### src/rtl/mem_req_rr_arbiter_pkg.sv
// Request bundle types shared by the memory-request arbiter and its users.
package mem_req_pkg;

  localparam int ADDR_W = 40;
  localparam int TAG_W  = 10;
  localparam int CMD_W  = 5;
  localparam int TYP_W  = 3;
  localparam int DATA_W = 64;
  localparam int REQ_W  = ADDR_W + TAG_W + CMD_W + TYP_W + 2 + DATA_W;

  typedef struct packed {
    logic [ADDR_W-1:0] addr;
    logic [TAG_W-1:0]  tag;
    logic [CMD_W-1:0]  cmd;
    logic [TYP_W-1:0]  typ;
    logic              kill;
    logic              phys;
    logic [DATA_W-1:0] data;
  } mem_req_t;

endpackage

### src/rtl/mem_req_rr_arbiter_if.sv
// Arbiter request/response bundle: NUM_IN requesters in, one registered port out.
interface mem_req_rr_arbiter_if #(
  parameter int NUM_IN = 2,
  parameter int IDX_W  = $clog2(NUM_IN)
);
  import mem_req_pkg::*;

  logic [NUM_IN-1:0]           io_in_valid;
  logic [NUM_IN-1:0]           io_in_ready;
  mem_req_t [NUM_IN-1:0]       io_in_bits;
  logic                        io_out_valid;
  logic                        io_out_ready;
  mem_req_t                    io_out_bits;
  logic [IDX_W-1:0]            io_chosen;

  modport master (
    input  io_in_valid, io_in_bits, io_out_ready,
    output io_in_ready, io_out_valid, io_out_bits, io_chosen
  );

  modport slave (
    output io_in_valid, io_in_bits, io_out_ready,
    input  io_in_ready, io_out_valid, io_out_bits, io_chosen
  );

endinterface

### src/rtl/mem_req_rr_arbiter_rr_pick.sv
// Combinational round-robin picker: first set req bit after 'last', wrapping.
module rr_pick #(
  parameter int NUM_IN = 2,
  parameter int IDX_W  = $clog2(NUM_IN)
) (
  input  logic [NUM_IN-1:0] req,
  input  logic [IDX_W-1:0]  last,
  output logic [IDX_W-1:0]  grant_idx,
  output logic              any
);

  // Scan from farthest to nearest so the nearest candidate after 'last' wins.
  always_comb begin
    logic [IDX_W-1:0] pos_v;
    logic             hit_v;
    grant_idx = {IDX_W{1'b0}};
    any       = 1'b0;
    for (int k = NUM_IN; k >= 1; k--) begin
      pos_v     = IDX_W'((int'(last) + k) % NUM_IN);
      hit_v     = req[pos_v];
      grant_idx = hit_v ? pos_v : grant_idx;
      any       = any | hit_v;
    end
  end

endmodule

### src/rtl/mem_req_rr_arbiter.sv
// Round-robin memory-request arbiter with a one-entry output register.
// Optional stall counters are built when MEM_REQ_ARB_PERF_EN is defined.
module mem_req_rr_arbiter
  import mem_req_pkg::*;
#(
  parameter int NUM_IN = 2,
  parameter int IDX_W  = $clog2(NUM_IN)
) (
  input  logic                     clk,
  input  logic                     reset_n,
  mem_req_rr_arbiter_if.master     io
`ifdef MEM_REQ_ARB_PERF_EN
  ,
  input  logic                     perf_clr,
  output logic [NUM_IN-1:0][31:0]  perf_stall_cnt
`endif
);

  logic              out_valid_r;
  mem_req_t          out_bits_r;
  logic [IDX_W-1:0]  out_chosen_r;
  logic [IDX_W-1:0]  last_grant_r;

  logic              can_load_s;
  logic [IDX_W-1:0]  grant_idx_s;
  logic              any_s;
  logic [NUM_IN-1:0] in_ready_s;
  logic              fire_s;

  rr_pick #(
    .NUM_IN (NUM_IN),
    .IDX_W  (IDX_W)
  ) u_pick (
    .req       (io.io_in_valid),
    .last      (last_grant_r),
    .grant_idx (grant_idx_s),
    .any       (any_s)
  );

  assign can_load_s = !out_valid_r || io.io_out_ready;

  // One-hot accept; reset_n gating keeps ready low while the block is in reset.
  always_comb begin
    in_ready_s = {NUM_IN{1'b0}};
    for (int i = 0; i < NUM_IN; i++) begin
      in_ready_s[i] = reset_n && can_load_s && any_s &&
                      (grant_idx_s == IDX_W'(i)) && io.io_in_valid[i];
    end
  end

  assign fire_s         = |in_ready_s;
  assign io.io_in_ready = in_ready_s;
  assign io.io_out_valid = out_valid_r;
  assign io.io_out_bits  = out_bits_r;
  assign io.io_chosen    = out_chosen_r;

  // Output register and pointer; a fire overrides a same-cycle drain.
  always_ff @(posedge clk or negedge reset_n) begin
    if (!reset_n) begin
      out_valid_r  <= 1'b0;
      out_bits_r   <= '0;
      out_chosen_r <= {IDX_W{1'b0}};
      last_grant_r <= IDX_W'(NUM_IN - 1);
    end else if (fire_s) begin
      out_valid_r  <= 1'b1;
      out_bits_r   <= io.io_in_bits[grant_idx_s];
      out_chosen_r <= grant_idx_s;
      last_grant_r <= grant_idx_s;
    end else if (out_valid_r && io.io_out_ready) begin
      out_valid_r  <= 1'b0;
    end else begin
      out_valid_r  <= out_valid_r;
    end
  end

`ifdef MEM_REQ_ARB_PERF_EN
  for (genvar g = 0; g < NUM_IN; g++) begin : g_perf
    // Saturating per-requester stall counter; clear wins over increment.
    always_ff @(posedge clk or negedge reset_n) begin
      if (!reset_n) begin
        perf_stall_cnt[g] <= 32'h0000_0000;
      end else if (perf_clr) begin
        perf_stall_cnt[g] <= 32'h0000_0000;
      end else if (io.io_in_valid[g] && !in_ready_s[g] &&
                   (perf_stall_cnt[g] != 32'hFFFF_FFFF)) begin
        perf_stall_cnt[g] <= perf_stall_cnt[g] + 32'h0000_0001;
      end else begin
        perf_stall_cnt[g] <= perf_stall_cnt[g];
      end
    end
  end
`endif

endmodule

### src/flat_wrapper.sv
// flat-port wrapper written by rule: the top's interface ports become plain ports
module mem_req_rr_arbiter_flat import mem_req_pkg::*;
#(
  parameter int NUM_IN = 2,
  parameter int IDX_W  = $clog2(NUM_IN)
)
  (clk, reset_n, io_io_in_valid, io_io_in_bits, io_io_out_ready, io_io_in_ready, io_io_out_valid, io_io_out_bits, io_io_chosen);
  mem_req_rr_arbiter_if #(.NUM_IN(NUM_IN), .IDX_W(IDX_W)) io_i ();
  input  logic clk;
  input  logic reset_n;
  input wire logic [$bits(io_i.io_in_valid)-1:0] io_io_in_valid;
  input wire logic [$bits(io_i.io_in_bits)-1:0] io_io_in_bits;
  input wire logic [$bits(io_i.io_out_ready)-1:0] io_io_out_ready;
  output wire logic [$bits(io_i.io_in_ready)-1:0] io_io_in_ready;
  output wire logic [$bits(io_i.io_out_valid)-1:0] io_io_out_valid;
  output wire logic [$bits(io_i.io_out_bits)-1:0] io_io_out_bits;
  output wire logic [$bits(io_i.io_chosen)-1:0] io_io_chosen;
  assign io_i.io_in_valid = io_io_in_valid;
  assign io_i.io_in_bits = io_io_in_bits;
  assign io_i.io_out_ready = io_io_out_ready;
  assign io_io_in_ready = io_i.io_in_ready;
  assign io_io_out_valid = io_i.io_out_valid;
  assign io_io_out_bits = io_i.io_out_bits;
  assign io_io_chosen = io_i.io_chosen;
  mem_req_rr_arbiter #(.NUM_IN(NUM_IN), .IDX_W(IDX_W)) u_core (.clk(clk), .reset_n(reset_n), .io(io_i));
endmodule
### config.mk
export PLATFORM = sky130hd
export DESIGN_NAME = mem_req_rr_arbiter_flat
export DESIGN_NICKNAME = d
export VERILOG_FILES = /design/src/rtl/mem_req_rr_arbiter_pkg.sv /design/src/rtl/mem_req_rr_arbiter_if.sv /design/src/rtl/mem_req_rr_arbiter_rr_pick.sv /design/src/rtl/mem_req_rr_arbiter.sv /design/src/flat_wrapper.sv
export SDC_FILE = /design/constraint.sdc
export NUM_CORES = 1
export LEC_CHECK = 0
export ABC_AREA = 1
export BUFFER_PORTS_ARGS = -buffer_cell sky130_fd_sc_hd__clkbuf_2
export CAP_MARGIN = 20
export CORE_AREA = 2 2 149 151
export DETAILED_ROUTE_END_ITERATION = 8
export DIE_AREA = 0 0 151 153
export GPL_TIMING_DRIVEN = 0
export SYNTH_ARGS = -nofsm -noshare
export SYNTH_HDL_FRONTEND = slang
export SYNTH_SLANG_ARGS = --single-unit
### constraint.sdc
create_clock -name clk -period 1.64 [get_ports clk]
set_input_delay 0.246 -clock clk [delete_from_list [all_inputs] [get_ports clk]]
set_output_delay 0.246 -clock clk [all_outputs]
set_load 0.005 [all_outputs]
==> metrics.md <==
| Metric | Value |
|---|---|
| Status | `finished with violations` |
| Failing checks | `hold timing, setup timing` |
| Total track usage | `20.06%` |
| Peak supply drop | `0.0005074 V` |
| Area grow syn2layout | `46.75%` |
| Register area share after synthesis | `48.39%` |
| Filler Cell Count | `2280` |
| Tmin final | `1.784 ns` |
| Final nets | `1613` |
| Max Slew Vio Count | `0` |
| Placed cell count | `1616` |
| Die span in x | `approximately 150 µm` |
| Worst Hold Class | `input port to asynchronous set/reset pin` |
| Worst EP required | `1.39 ns` |
| Sink Count | `127` |
| Worst-margin pin slew | `0.5617 ns` |
| Layout Skew | `0.01154 ns` |
| Max-Slew Margin vs Limit | `a little over three fifths` |
| CTS clk-pin slew, worst paths | `0.06 ns` |
| Pleak | `slightly below 6 nW` |
| CTS root buf | `clkbuf_16` |
| Initial cell density of the core | `30.58%` |
| Final Core Density | `between 40 and 50%` |
| Cell variety after synth | `13` |
| Row cnt | `54` |
| Final Hold Vio Count | `62` |
| Syn nets | `1209` |
| Share of cells above drive strength 1 | `34.55%` |
| CTS Buf Count | `17` |
| First DRT Iteration DRCs | `~260` |
| Final hold slack | `-0.1807 ns` |
| Inserted Diodes | `0` |
| Most common cell after layout, fill and taps aside | `nand2_1` |
| Most frequent cells in the layout | `nand2_1 (626), clkbuf_2 (382), dfrtp_1 (126)` |
| First-pass GRT wire length | `35620 µm` |
| Clock Path Buffers | `2` |
| Routability cong. | `0.8151` |
| Via density | `between 4 and 5` |
| DRC viols | `0` |
| Largest net degree at the start of global routing | `67` |
| Setup ws final | `-0.1440 ns` |
| DR vias | `about 7400` |
| Avg Cell Area, Syn | `6.872 µm²` |
| # port buffers | `379` |
| CP max FO | `3` |
| Total iterations of the first detailed-routing run | `4` |
| Synth Cell Area | `around 6600 µm²` |
| # IOs | `381` |
| Number of global-route vias before repair | `6775` |
| Storage element area | `3179 µm²` |
| Count of state elements after synthesis | `around 130` |
| Core area | `roughly 21000 µm²` |
| Die H | `153 µm` |
| RSZ-0062 raised after global routing | `true` |
| Die ar. | `23100 µm²` |
| Final worst path period share | `108.8%` |
| Antenna-violating nets left | `0` |
| CP Capture Type | `primary output` |
| GRT overflow | `0` |
| Clk Latency, worst-skew pair | `0.42 ns` |
| Endpoints failing setup | `3` |
| CTS H-Tree Depth | `4` |
| CTS tree | `yes` |
| Syn. warnings | `0` |
| Critical path launch point type | `flip-flop` |
| Crit path DAT | `1.54 ns` |
| Area of the multi-input gates | `3052 µm²` |
| Synth Instances | `956` |
| WL final | `23910 µm` |
| Initial antenna violation count | `0` |
| Maxcap violations | `0` |
| Reg2Reg Depth | `8` |
| Finished Layout Cells | `about 1700` |
| Post-DP HPWL | `18500 µm` |
| WS Path Type | `flip-flop to primary output` |
| Max Freq | `560.5 MHz` |
| PD cells | `1128 nW/µm²` |
| Routed len/inst | `~14 µm` |
report_power, final:
group / switching, mW / internal, mW
Combinational: 1.54 / 1.20
Clock: 1.44 / 2.63
Sequential: 0.339 / 3.73
final timing paths:
path                                              endpoint  slack, ns                      from
worst min-delay path              u_core.io.io_out_bits[2]      -0.18                   reset_n
max in group asynchronous       u_core.io.io_out_bits[123]       1.10                   reset_n
worst min register to register    u_core.io.io_out_bits[9]       0.48  u_core.io.io_out_bits[9]
min in group clk                 u_core.io.io_out_bits[39]       0.11         io_io_in_bits[39]
worst max-delay path                     io_io_in_ready[0]      -0.14       u_core.last_grant_r
worst max register to register  u_core.io.io_out_bits[117]      -0.02       u_core.last_grant_r
cells in the mapped netlist:
cell type / instances / area, µm²
dfstp_2: 1 / 26.28
nor2_4: 2 / 22.52
nor2_1: 2 / 7.510
nand2_1: 627 / 2354
buf_1: 9 / 33.78
inv_1: 4 / 15.01
buf_6: 3 / 33.78
clkbuf_1: 15 / 56.30
buf_4: 12 / 90.09
dfrtp_1: 126 / 3153
nand2_2: 2 / 12.51
buf_2: 28 / 140.1
nand3_1: 125 / 625.6
through the flow:
| stage | instance area (µm²) | hold WS [ns] | TNS [ns] | setup WS, ns | power [mW] |
|---|---|---|---|---|---|
| 3_3_place_gp | 8817 | 0.4574 | -579.26 | -2.831 | 6.774 |
| 5_1_grt | 9642 | -0.1585 | -1.138 | -0.2070 | 11.57 |
| 2_1_floorplan | 6570 | -0.04959 | 0 | 0.2469 | 5.334 |
| 3_5_place_dp | 8853 | 0.2755 | -45.97 | -0.4845 | 6.813 |
| 4_1_cts | 9620 | -0.1754 | -0.4118 | -0.1939 | 11.02 |
| 6_report | 9642 | -0.1807 | -0.2939 | -0.1440 | 10.88 |
timing repair:
item	4_1_cts	5_1_grt
pin swaps	4	2
resized for setup	15	21
endpoints found under the setup margin	120	113
setup buffers	8	0
endpoints found under the hold margin	62	62
final cells by class:
class	count	area share (%)
repair buffers	388	20.84
inverters	4	0.1557
clock buffers	19	4.698
clock inverters	12	1.921
well taps	280	3.634
flip-flops and latches	127	32.97
plain buffers	64	4.127
multi-input cells	758	31.65
registers in the layout (all words and copies together) (netlist names):
register / cells
u_core.last_grant_r: 1
u_core.io.io_chosen: 1
u_core.io.io_out_valid: 1
u_core.io.io_out_bits: 124
cell families (layout without fill, tap and decap cells):
| logic type | Yosys count | count (layout) | synth area share (%) |
|---|---|---|---|
| AND/OR/NAND/NOR | 758 | 758 | 45.99 |
| flip-flops | 127 | 127 | 48.39 |
| buffers and inverters | 71 | 487 | 5.618 |
routing by layer:
metal | vias to the layer above | part of all wire (%) | wire length (µm) | global-route usage, %
li1 | 3766 | - | - | -
met1 | 3306 | 41 | 9861 | 24.02
met2 | 276 | 50 | 11910 | 35.28
met3 | 17 | 8.0 | 1919 | 5.642
met4 | 0 | 0.91 | 218 | 5.029
met5 | - | 0 | 0 | 0
critical path, stage by stage (launching register included):
cell,delay (ns)
dfstp_2,0.58
nand2_8,0.08
nand2_8,0.07
buf_12,0.10
buf_8,0.09
inv_2,0.02
nor2_1,0.07
buf_2,0.11
Power figures use the tool's default switching activity.
